### src/rtl/sram_arbiter_if.sv
// rtl/sram_arbiter_if.sv - requester, sequencer and status signals of the SRAM arbiter
// slave is the arbiter's view; master is the view of the requesters and sequencer.
interface sram_arbiter_if #(
  parameter int ADDR_W = 18,
  parameter int DATA_W = 32
);
  logic              vram_req;
  logic              vram_write;
  logic [ADDR_W-1:0] vram_addr;
  logic [DATA_W-1:0] vram_wdata;
  logic              vram_ready;
  logic              vram_done;

  logic              mcr_req;
  logic              mcr_write;
  logic [ADDR_W-1:0] mcr_addr;
  logic [DATA_W-1:0] mcr_wdata;
  logic              mcr_ready;
  logic              mcr_done;

  logic              sdram_req;
  logic              sdram_write;
  logic [ADDR_W-1:0] sdram_addr;
  logic [DATA_W-1:0] sdram_wdata;
  logic              sdram_ready;
  logic              sdram_done;

  logic [DATA_W-1:0] rdata;

  logic              mem_req;
  logic              mem_write;
  logic [ADDR_W-1:0] mem_addr;
  logic [DATA_W-1:0] mem_wdata;
  logic              mem_ack;
  logic [DATA_W-1:0] mem_rdata;
  logic              timeout_err;

  modport slave (
    input  vram_req, vram_write, vram_addr, vram_wdata,
    output vram_ready, vram_done,
    input  mcr_req, mcr_write, mcr_addr, mcr_wdata,
    output mcr_ready, mcr_done,
    input  sdram_req, sdram_write, sdram_addr, sdram_wdata,
    output sdram_ready, sdram_done,
    output rdata,
    output mem_req, mem_write, mem_addr, mem_wdata,
    input  mem_ack, mem_rdata,
    output timeout_err
  );

  modport master (
    output vram_req, vram_write, vram_addr, vram_wdata,
    input  vram_ready, vram_done,
    output mcr_req, mcr_write, mcr_addr, mcr_wdata,
    input  mcr_ready, mcr_done,
    output sdram_req, sdram_write, sdram_addr, sdram_wdata,
    input  sdram_ready, sdram_done,
    input  rdata,
    input  mem_req, mem_write, mem_addr, mem_wdata,
    output mem_ack, mem_rdata,
    input  timeout_err
  );
endinterface

### src/rtl/sram_arbiter.sv
// rtl/sram_arbiter.sv - shares one SRAM sequencer port among vram, mcr and sdram requesters
// One access at a time: IDLE arbitrates, BUSY waits for mem_ack or timeout, DONE strobes the owner.
module sram_arbiter #(
  parameter int ADDR_W     = 18,
  parameter int DATA_W     = 32,
  parameter int VRAM_BURST = 4,
  parameter int TIMEOUT    = 63
) (
  input  logic           clk,
  input  logic           reset_n,
  sram_arbiter_if.slave  bus
);
  localparam int BW = $clog2(VRAM_BURST + 1);
  localparam int TW = $clog2(TIMEOUT + 1);
  localparam logic [BW-1:0] BURST_MAX = BW'(VRAM_BURST);
  localparam logic [TW-1:0] TMO_LAST  = TW'(TIMEOUT - 1);

  typedef enum logic [1:0] {S_IDLE, S_BUSY, S_DONE} state_t;
  typedef enum logic [1:0] {OWN_NONE, OWN_VRAM, OWN_MCR, OWN_SDRAM} owner_t;

  state_t            state;
  owner_t            owner;
  owner_t            pick;
  logic [BW-1:0]     burst_cnt;
  logic              rr_sdram;
  logic [TW-1:0]     tmo_cnt;
  logic              others;
  logic              sel_write;
  logic [ADDR_W-1:0] sel_addr;
  logic [DATA_W-1:0] sel_wdata;
  logic [2:0]        own_oh;

  logic              mem_req_q;
  logic              mem_write_q;
  logic [ADDR_W-1:0] mem_addr_q;
  logic [DATA_W-1:0] mem_wdata_q;
  logic [DATA_W-1:0] rdata_q;
  logic              timeout_q;
  logic [2:0]        done_q;
  logic [2:0]        ready_q;

  // vram keeps priority until it has used its burst allowance against a waiting requester
  always_comb begin
    others = bus.mcr_req | bus.sdram_req;
    pick   = OWN_NONE;
    if (bus.vram_req && !(burst_cnt == BURST_MAX && others))
      pick = OWN_VRAM;
    else if (bus.mcr_req && bus.sdram_req)
      pick = rr_sdram ? OWN_SDRAM : OWN_MCR;
    else if (bus.mcr_req)
      pick = OWN_MCR;
    else if (bus.sdram_req)
      pick = OWN_SDRAM;

    sel_write = 1'b0;
    sel_addr  = '0;
    sel_wdata = '0;
    case (pick)
      OWN_VRAM: begin
        sel_write = bus.vram_write;
        sel_addr  = bus.vram_addr;
        sel_wdata = bus.vram_wdata;
      end
      OWN_MCR: begin
        sel_write = bus.mcr_write;
        sel_addr  = bus.mcr_addr;
        sel_wdata = bus.mcr_wdata;
      end
      OWN_SDRAM: begin
        sel_write = bus.sdram_write;
        sel_addr  = bus.sdram_addr;
        sel_wdata = bus.sdram_wdata;
      end
      default: ;
    endcase

    own_oh = 3'b000;
    case (owner)
      OWN_VRAM:  own_oh = 3'b001;
      OWN_MCR:   own_oh = 3'b010;
      OWN_SDRAM: own_oh = 3'b100;
      default:   own_oh = 3'b000;
    endcase
  end

  always_ff @(posedge clk or negedge reset_n) begin
    if (!reset_n) begin
      state       <= S_IDLE;
      owner       <= OWN_NONE;
      burst_cnt   <= '0;
      rr_sdram    <= 1'b0;
      tmo_cnt     <= '0;
      mem_req_q   <= 1'b0;
      mem_write_q <= 1'b0;
      mem_addr_q  <= '0;
      mem_wdata_q <= '0;
      rdata_q     <= '0;
      timeout_q   <= 1'b0;
      done_q      <= '0;
      ready_q     <= '0;
    end else begin
      done_q  <= '0;
      ready_q <= '0;
      case (state)
        S_IDLE: begin
          if (pick != OWN_NONE) begin
            owner       <= pick;
            mem_req_q   <= 1'b1;
            mem_write_q <= sel_write;
            mem_addr_q  <= sel_addr;
            mem_wdata_q <= sel_wdata;
            tmo_cnt     <= '0;
            state       <= S_BUSY;
            if (pick == OWN_VRAM) begin
              burst_cnt <= others ? burst_cnt + 1'b1 : '0;
            end else begin
              burst_cnt <= '0;
              rr_sdram  <= (pick == OWN_MCR);
            end
          end
        end
        S_BUSY: begin
          if (bus.mem_ack) begin
            rdata_q   <= bus.mem_rdata;
            mem_req_q <= 1'b0;
            done_q    <= own_oh;
            ready_q   <= mem_write_q ? 3'b000 : own_oh;
            state     <= S_DONE;
          end else if (tmo_cnt == TMO_LAST) begin
            mem_req_q <= 1'b0;
            timeout_q <= 1'b1;
            done_q    <= own_oh;
            state     <= S_DONE;
          end else begin
            tmo_cnt <= tmo_cnt + 1'b1;
          end
        end
        S_DONE: begin
          owner <= OWN_NONE;
          state <= S_IDLE;
        end
        default: state <= S_IDLE;
      endcase
    end
  end

  assign bus.mem_req     = mem_req_q;
  assign bus.mem_write   = mem_write_q;
  assign bus.mem_addr    = mem_addr_q;
  assign bus.mem_wdata   = mem_wdata_q;
  assign bus.rdata       = rdata_q;
  assign bus.timeout_err = timeout_q;
  assign bus.vram_done   = done_q[0];
  assign bus.mcr_done    = done_q[1];
  assign bus.sdram_done  = done_q[2];
  assign bus.vram_ready  = ready_q[0];
  assign bus.mcr_ready   = ready_q[1];
  assign bus.sdram_ready = ready_q[2];
endmodule
### src/flat_wrapper.sv
// flat-port wrapper written by rule: the top's interface ports become plain ports
module sram_arbiter_flat 
#(
  parameter int ADDR_W     = 18,
  parameter int DATA_W     = 32,
  parameter int VRAM_BURST = 4,
  parameter int TIMEOUT    = 63
)
  (clk, reset_n, bus_vram_req, bus_vram_write, bus_vram_addr, bus_vram_wdata, bus_vram_ready, bus_vram_done, bus_mcr_req, bus_mcr_write, bus_mcr_addr, bus_mcr_wdata, bus_mcr_ready, bus_mcr_done, bus_sdram_req, bus_sdram_write, bus_sdram_addr, bus_sdram_wdata, bus_sdram_ready, bus_sdram_done, bus_rdata, bus_mem_req, bus_mem_write, bus_mem_addr, bus_mem_wdata, bus_mem_ack, bus_mem_rdata, bus_timeout_err);
  sram_arbiter_if #(.ADDR_W(ADDR_W), .DATA_W(DATA_W)) bus_i ();
  input  logic clk;
  input  logic reset_n;
  input wire logic [$bits(bus_i.vram_req)-1:0] bus_vram_req;
  input wire logic [$bits(bus_i.vram_write)-1:0] bus_vram_write;
  input wire logic [$bits(bus_i.vram_addr)-1:0] bus_vram_addr;
  input wire logic [$bits(bus_i.vram_wdata)-1:0] bus_vram_wdata;
  output wire logic [$bits(bus_i.vram_ready)-1:0] bus_vram_ready;
  output wire logic [$bits(bus_i.vram_done)-1:0] bus_vram_done;
  input wire logic [$bits(bus_i.mcr_req)-1:0] bus_mcr_req;
  input wire logic [$bits(bus_i.mcr_write)-1:0] bus_mcr_write;
  input wire logic [$bits(bus_i.mcr_addr)-1:0] bus_mcr_addr;
  input wire logic [$bits(bus_i.mcr_wdata)-1:0] bus_mcr_wdata;
  output wire logic [$bits(bus_i.mcr_ready)-1:0] bus_mcr_ready;
  output wire logic [$bits(bus_i.mcr_done)-1:0] bus_mcr_done;
  input wire logic [$bits(bus_i.sdram_req)-1:0] bus_sdram_req;
  input wire logic [$bits(bus_i.sdram_write)-1:0] bus_sdram_write;
  input wire logic [$bits(bus_i.sdram_addr)-1:0] bus_sdram_addr;
  input wire logic [$bits(bus_i.sdram_wdata)-1:0] bus_sdram_wdata;
  output wire logic [$bits(bus_i.sdram_ready)-1:0] bus_sdram_ready;
  output wire logic [$bits(bus_i.sdram_done)-1:0] bus_sdram_done;
  output wire logic [$bits(bus_i.rdata)-1:0] bus_rdata;
  output wire logic [$bits(bus_i.mem_req)-1:0] bus_mem_req;
  output wire logic [$bits(bus_i.mem_write)-1:0] bus_mem_write;
  output wire logic [$bits(bus_i.mem_addr)-1:0] bus_mem_addr;
  output wire logic [$bits(bus_i.mem_wdata)-1:0] bus_mem_wdata;
  input wire logic [$bits(bus_i.mem_ack)-1:0] bus_mem_ack;
  input wire logic [$bits(bus_i.mem_rdata)-1:0] bus_mem_rdata;
  output wire logic [$bits(bus_i.timeout_err)-1:0] bus_timeout_err;
  assign bus_i.vram_req = bus_vram_req;
  assign bus_i.vram_write = bus_vram_write;
  assign bus_i.vram_addr = bus_vram_addr;
  assign bus_i.vram_wdata = bus_vram_wdata;
  assign bus_vram_ready = bus_i.vram_ready;
  assign bus_vram_done = bus_i.vram_done;
  assign bus_i.mcr_req = bus_mcr_req;
  assign bus_i.mcr_write = bus_mcr_write;
  assign bus_i.mcr_addr = bus_mcr_addr;
  assign bus_i.mcr_wdata = bus_mcr_wdata;
  assign bus_mcr_ready = bus_i.mcr_ready;
  assign bus_mcr_done = bus_i.mcr_done;
  assign bus_i.sdram_req = bus_sdram_req;
  assign bus_i.sdram_write = bus_sdram_write;
  assign bus_i.sdram_addr = bus_sdram_addr;
  assign bus_i.sdram_wdata = bus_sdram_wdata;
  assign bus_sdram_ready = bus_i.sdram_ready;
  assign bus_sdram_done = bus_i.sdram_done;
  assign bus_rdata = bus_i.rdata;
  assign bus_mem_req = bus_i.mem_req;
  assign bus_mem_write = bus_i.mem_write;
  assign bus_mem_addr = bus_i.mem_addr;
  assign bus_mem_wdata = bus_i.mem_wdata;
  assign bus_i.mem_ack = bus_mem_ack;
  assign bus_i.mem_rdata = bus_mem_rdata;
  assign bus_timeout_err = bus_i.timeout_err;
  sram_arbiter #(.ADDR_W(ADDR_W), .DATA_W(DATA_W), .VRAM_BURST(VRAM_BURST), .TIMEOUT(TIMEOUT)) u_core (.clk(clk), .reset_n(reset_n), .bus(bus_i));
endmodule
### config.mk
export PLATFORM = sky130hd
export DESIGN_NAME = sram_arbiter_flat
export DESIGN_NICKNAME = d
export VERILOG_FILES = /design/src/rtl/sram_arbiter_if.sv /design/src/rtl/sram_arbiter.sv /design/src/flat_wrapper.sv
export SDC_FILE = /design/constraint.sdc
export NUM_CORES = 1
export LEC_CHECK = 0
export ABC_AREA = 1
export CAP_MARGIN = 20
export CORE_UTILIZATION = 40
export CTS_CLUSTER_SIZE = 40
export DETAILED_ROUTE_END_ITERATION = 10
export GPL_ROUTABILITY_DRIVEN = 0
export PLACE_DENSITY = 0.81
export SLEW_MARGIN = 20
export SYNTH_ARGS = -nofsm -noshare
export SYNTH_HDL_FRONTEND = slang
export SYNTH_SLANG_ARGS = --single-unit
### constraint.sdc
create_clock -name clk -period 1.8 [get_ports clk]
set_clock_uncertainty 0.2 [all_clocks]
set_input_delay 0.36 -clock clk [delete_from_list [all_inputs] [get_ports clk]]
set_output_delay 0.36 -clock clk [all_outputs]
set_load 0.005 [all_outputs]
==> flow_summary.yaml <==
drt:
  drc: 0
  viasPerCell: 5.264
  wl_um: 19250
  ant_nets: 0
  drtPass1Iterations: 6
  routedWlPerCell_um: 17.33
  vias: 5848
  first_iter_violations: 544
synth:
  yosys-top-cells-count: "nand3_1, nand2_1, dfrtp_1"
  yosys.area.top_type: "dfrtp_1"
  synth_cell_types: 27
  synth_seq_cells: 105
  async_reset_ff_frac: 1.000
  synth-xor-area-share: 0
  postSynthAreaPerCell_um2: 8.358
  netlist_top_cells_area: "dfrtp_1, nand3_1, nand2_1"
  syn_inst: 640
  synthSimpleGateAreaFrac: 0.3523
  synth_edf_count: 0
  yosysSeqAreaShare: 0.4912
  ys.flop_type: "dfrtp_1"
  syn_area_um2: 5349
  syn_nets: 835
  yosys.area.top_type_share: 0.4912
  yosys_warnings: 0
  yosysMostFrequentCell: "nand3_1"
  synth_fa_ha_area_frac: 0.009357
  yosys-mux-area-fraction: 0.06737
  synth_compound_area_frac: 0.02058
  synth_top_family_by_area: "simple AND/OR/NAND/NOR gates"
floorplanning:
  fp.dieH_um: 117.6
  initial_core_util: 0.4171
  num_io_pins: 282
  die_area_um2: 13840
  dieWidth_um: 117.6
  core-area_um2: 12820
  core.rowCount: 41
clock_network:
  h-tree-depth: 3
  cts_num_sinks: 105
  clkTransAtPathRegs_ps: 70
  clock_latency_ps: 340
  cts_buffer_depth: 2
  cts_tree: "done"
  numCtsBuffers: 9
  cts_root_buf: "clkbuf_16"
final_layout:
  diodes: 0
  syn2layout_area_growth_pct: 71.98
  fillers: 962
  fin_util: 0.7173
  multi_input_area_um2: 2492
  num-nets-final: 1130
  layout-drive-gt1-share: 0.1012
  final-seq-area_um2: 2628
  final_cells: 1111
power_and_ir_drop:
  p_per_area_nw_per_um2: 1257
  p_leak_nw: 4.580
  irDropWorstVdd_mv: 1.057
critical_path:
  cp.depth: 1
  r2r_cells: 11
  arrival_ps: 1230
  cp_num_buf_inv: 1
  r2r_setup_slack_ps: 50
  max_stage_delay_ps: 530
  r2r_end: "u_core.bus.mem_wdata[11]"
  reg2reg_from: "u_core.burst_cnt[1]"
  critPathKind: "reg2out"
  crit_family: "buffers and inverters"
  end_kind: "primary output"
  critPathRequiredTime_ps: 1240
  crit_slowest_cell: "clkdlybuf4s50_1"
  crit_fanout: 2
  crit_path_start: "u_core.bus.mem_addr[11]"
  cp-endpoint: "bus_mem_addr[11]"
  crit_chain: "clkdlybuf4s50_1"
  cp-start-kind: "flop"
timing:
  finalCritPeriodShare: 0.9933
  slew_violations: 0
  worst_pin_slew_ps: 386.1
  finalHoldViolations: 0
  setup_viol: 0
  finalCriticalPeriod_ps: 1788
  fmax_mhz: 559.3
  relSlewSlack: 0.7426
worst_hold_path:
  hold_path_class: "in2async"
global_route:
  antenna_found_initial: 0
  grt_max_degree: 53
  first_global_vias: 5772
  grt_pass1_wl_um: 29910
  grt_usage: 0.2726
  gr-total-overflow: 0
outcome:
  outcome: "finished, final reports clean"
placed_design:
  hpwl_um: 13850
  placed_cells: 1086
  port_buffers: 281
flow_run:
  maxCapViolCount: 0
cells in the final DEF, fill, tap and decap left out, types with 2 or more instances in the layout:
cell               n
buf_4             30
dfrtp_1          105
o21ai_0            5
nor2_4             3
nand3_1          211
inv_1             11
buf_12            15
or2_2              2
nand2_1          179
nand2_4            2
nor3_1             3
dlymetal6s2s_1    34
o21ai_1            7
clkbuf_16         12
mux2_1            27
ha_1               3
clkdlybuf4s50_1  239
o21bai_1           2
nor2_1             6
nand2_2            2
dlygate4sd2_1      6
clkbuf_8           2
nand4_1            4
clkinv_2           2
inv_2              6
nand2_8            2
nor2_2             2
mux2_2             5
a31o_2             2
worst min-delay path by stage:
stage          slack, ps                   start  depth (start not counted)                       to
3_3_place_gp         110                 reset_n                          1  u_core.bus.mem_addr[13]
6_report             280                 reset_n                          2  u_core.bus.mem_addr[13]
5_1_grt              300  u_core.bus.timeout_err                          1   u_core.bus.timeout_err
2_1_floorplan       -140                 reset_n                          0      u_core.burst_cnt[0]
3_5_place_dp         110                 reset_n                          1  u_core.bus.mem_addr[13]
4_1_cts              280  u_core.bus.timeout_err                          1   u_core.bus.timeout_err
metrics by stage:
step                worst slack, ps  TNS [ps]  total power [mW]  cell area (um2)  hold WS [ps]
global route                 -5.982    -15.37             12.28             9199         296.1
floorplan                     186.5         0             6.233             5349        -135.6
detailed placement           -311.6    -17660             9.520             8611         111.3
global placement             -234.7    -12890             9.355             8611         108.5
finish                        11.98         0             11.57             9199         276.7
CTS                           2.770         0             11.51             8920         277.6
layer usage:
metal / GRT usage / vias up / part of all wire
met5: 0 / - / 0
li1: - / 2745 / -
met4: 0.1018 / 0 / 0.025
met2: 0.4688 / 319 / 0.50
met1: 0.3411 / 2746 / 0.40
met3: 0.04748 / 38 / 0.074
layout make-up:
class                           count  share of cell area
Sequential cell                   105              0.2856
Timing Repair Buffer              330              0.3802
Multi-Input combinational cell    471              0.2709
Clock buffer                       12             0.02788
Clock inverter                      3            0.004353
Tap cell                          172             0.02339
Inverter                           18            0.007617
power by group:
| part | internal (mW) | switching, mW |
|---|---|---|
| registers | 3.37 | 0.561 |
| clock network | 1.14 | 0.842 |
| logic | 3.08 | 2.56 |
| total | 7.60 | 3.96 |
repair_timing:
item / CTS / global route
endpoints found under the hold margin: 23 / 0
cloned: 0 / 3
endpoints found under the setup margin: 19 / 97
resized for setup: 7 / 53
setup buffers: 1 / 5
hold buffers: 1 / 0
pin swaps: 0 / 4
cell families after synthesis:
| kind of cell | count (synthesis) |
|---|---|
| adder cells (fa/ha/maj) | 4 |
| AND/OR/NAND/NOR | 417 |
| AO/OA/AOI/OAI | 18 |
| multiplexers | 32 |
| buffers and inverters | 64 |
| flip-flops | 105 |
sequential cells by signal, indices dropped and copies added (netlist names):
name and count:
u_core.bus.mem_addr 18, u_core.owner 2, u_core.burst_cnt 3, u_core.state 2
u_core.bus.mem_write 1, u_core.ready_q 3, u_core.bus.mem_wdata 32, u_core.bus.mem_req 1
u_core.tmo_cnt 6, u_core.bus.rdata 32, u_core.bus.timeout_err 1, u_core.done_q 3
u_core.rr_sdram 1
(Power assumes the default switching activity.)
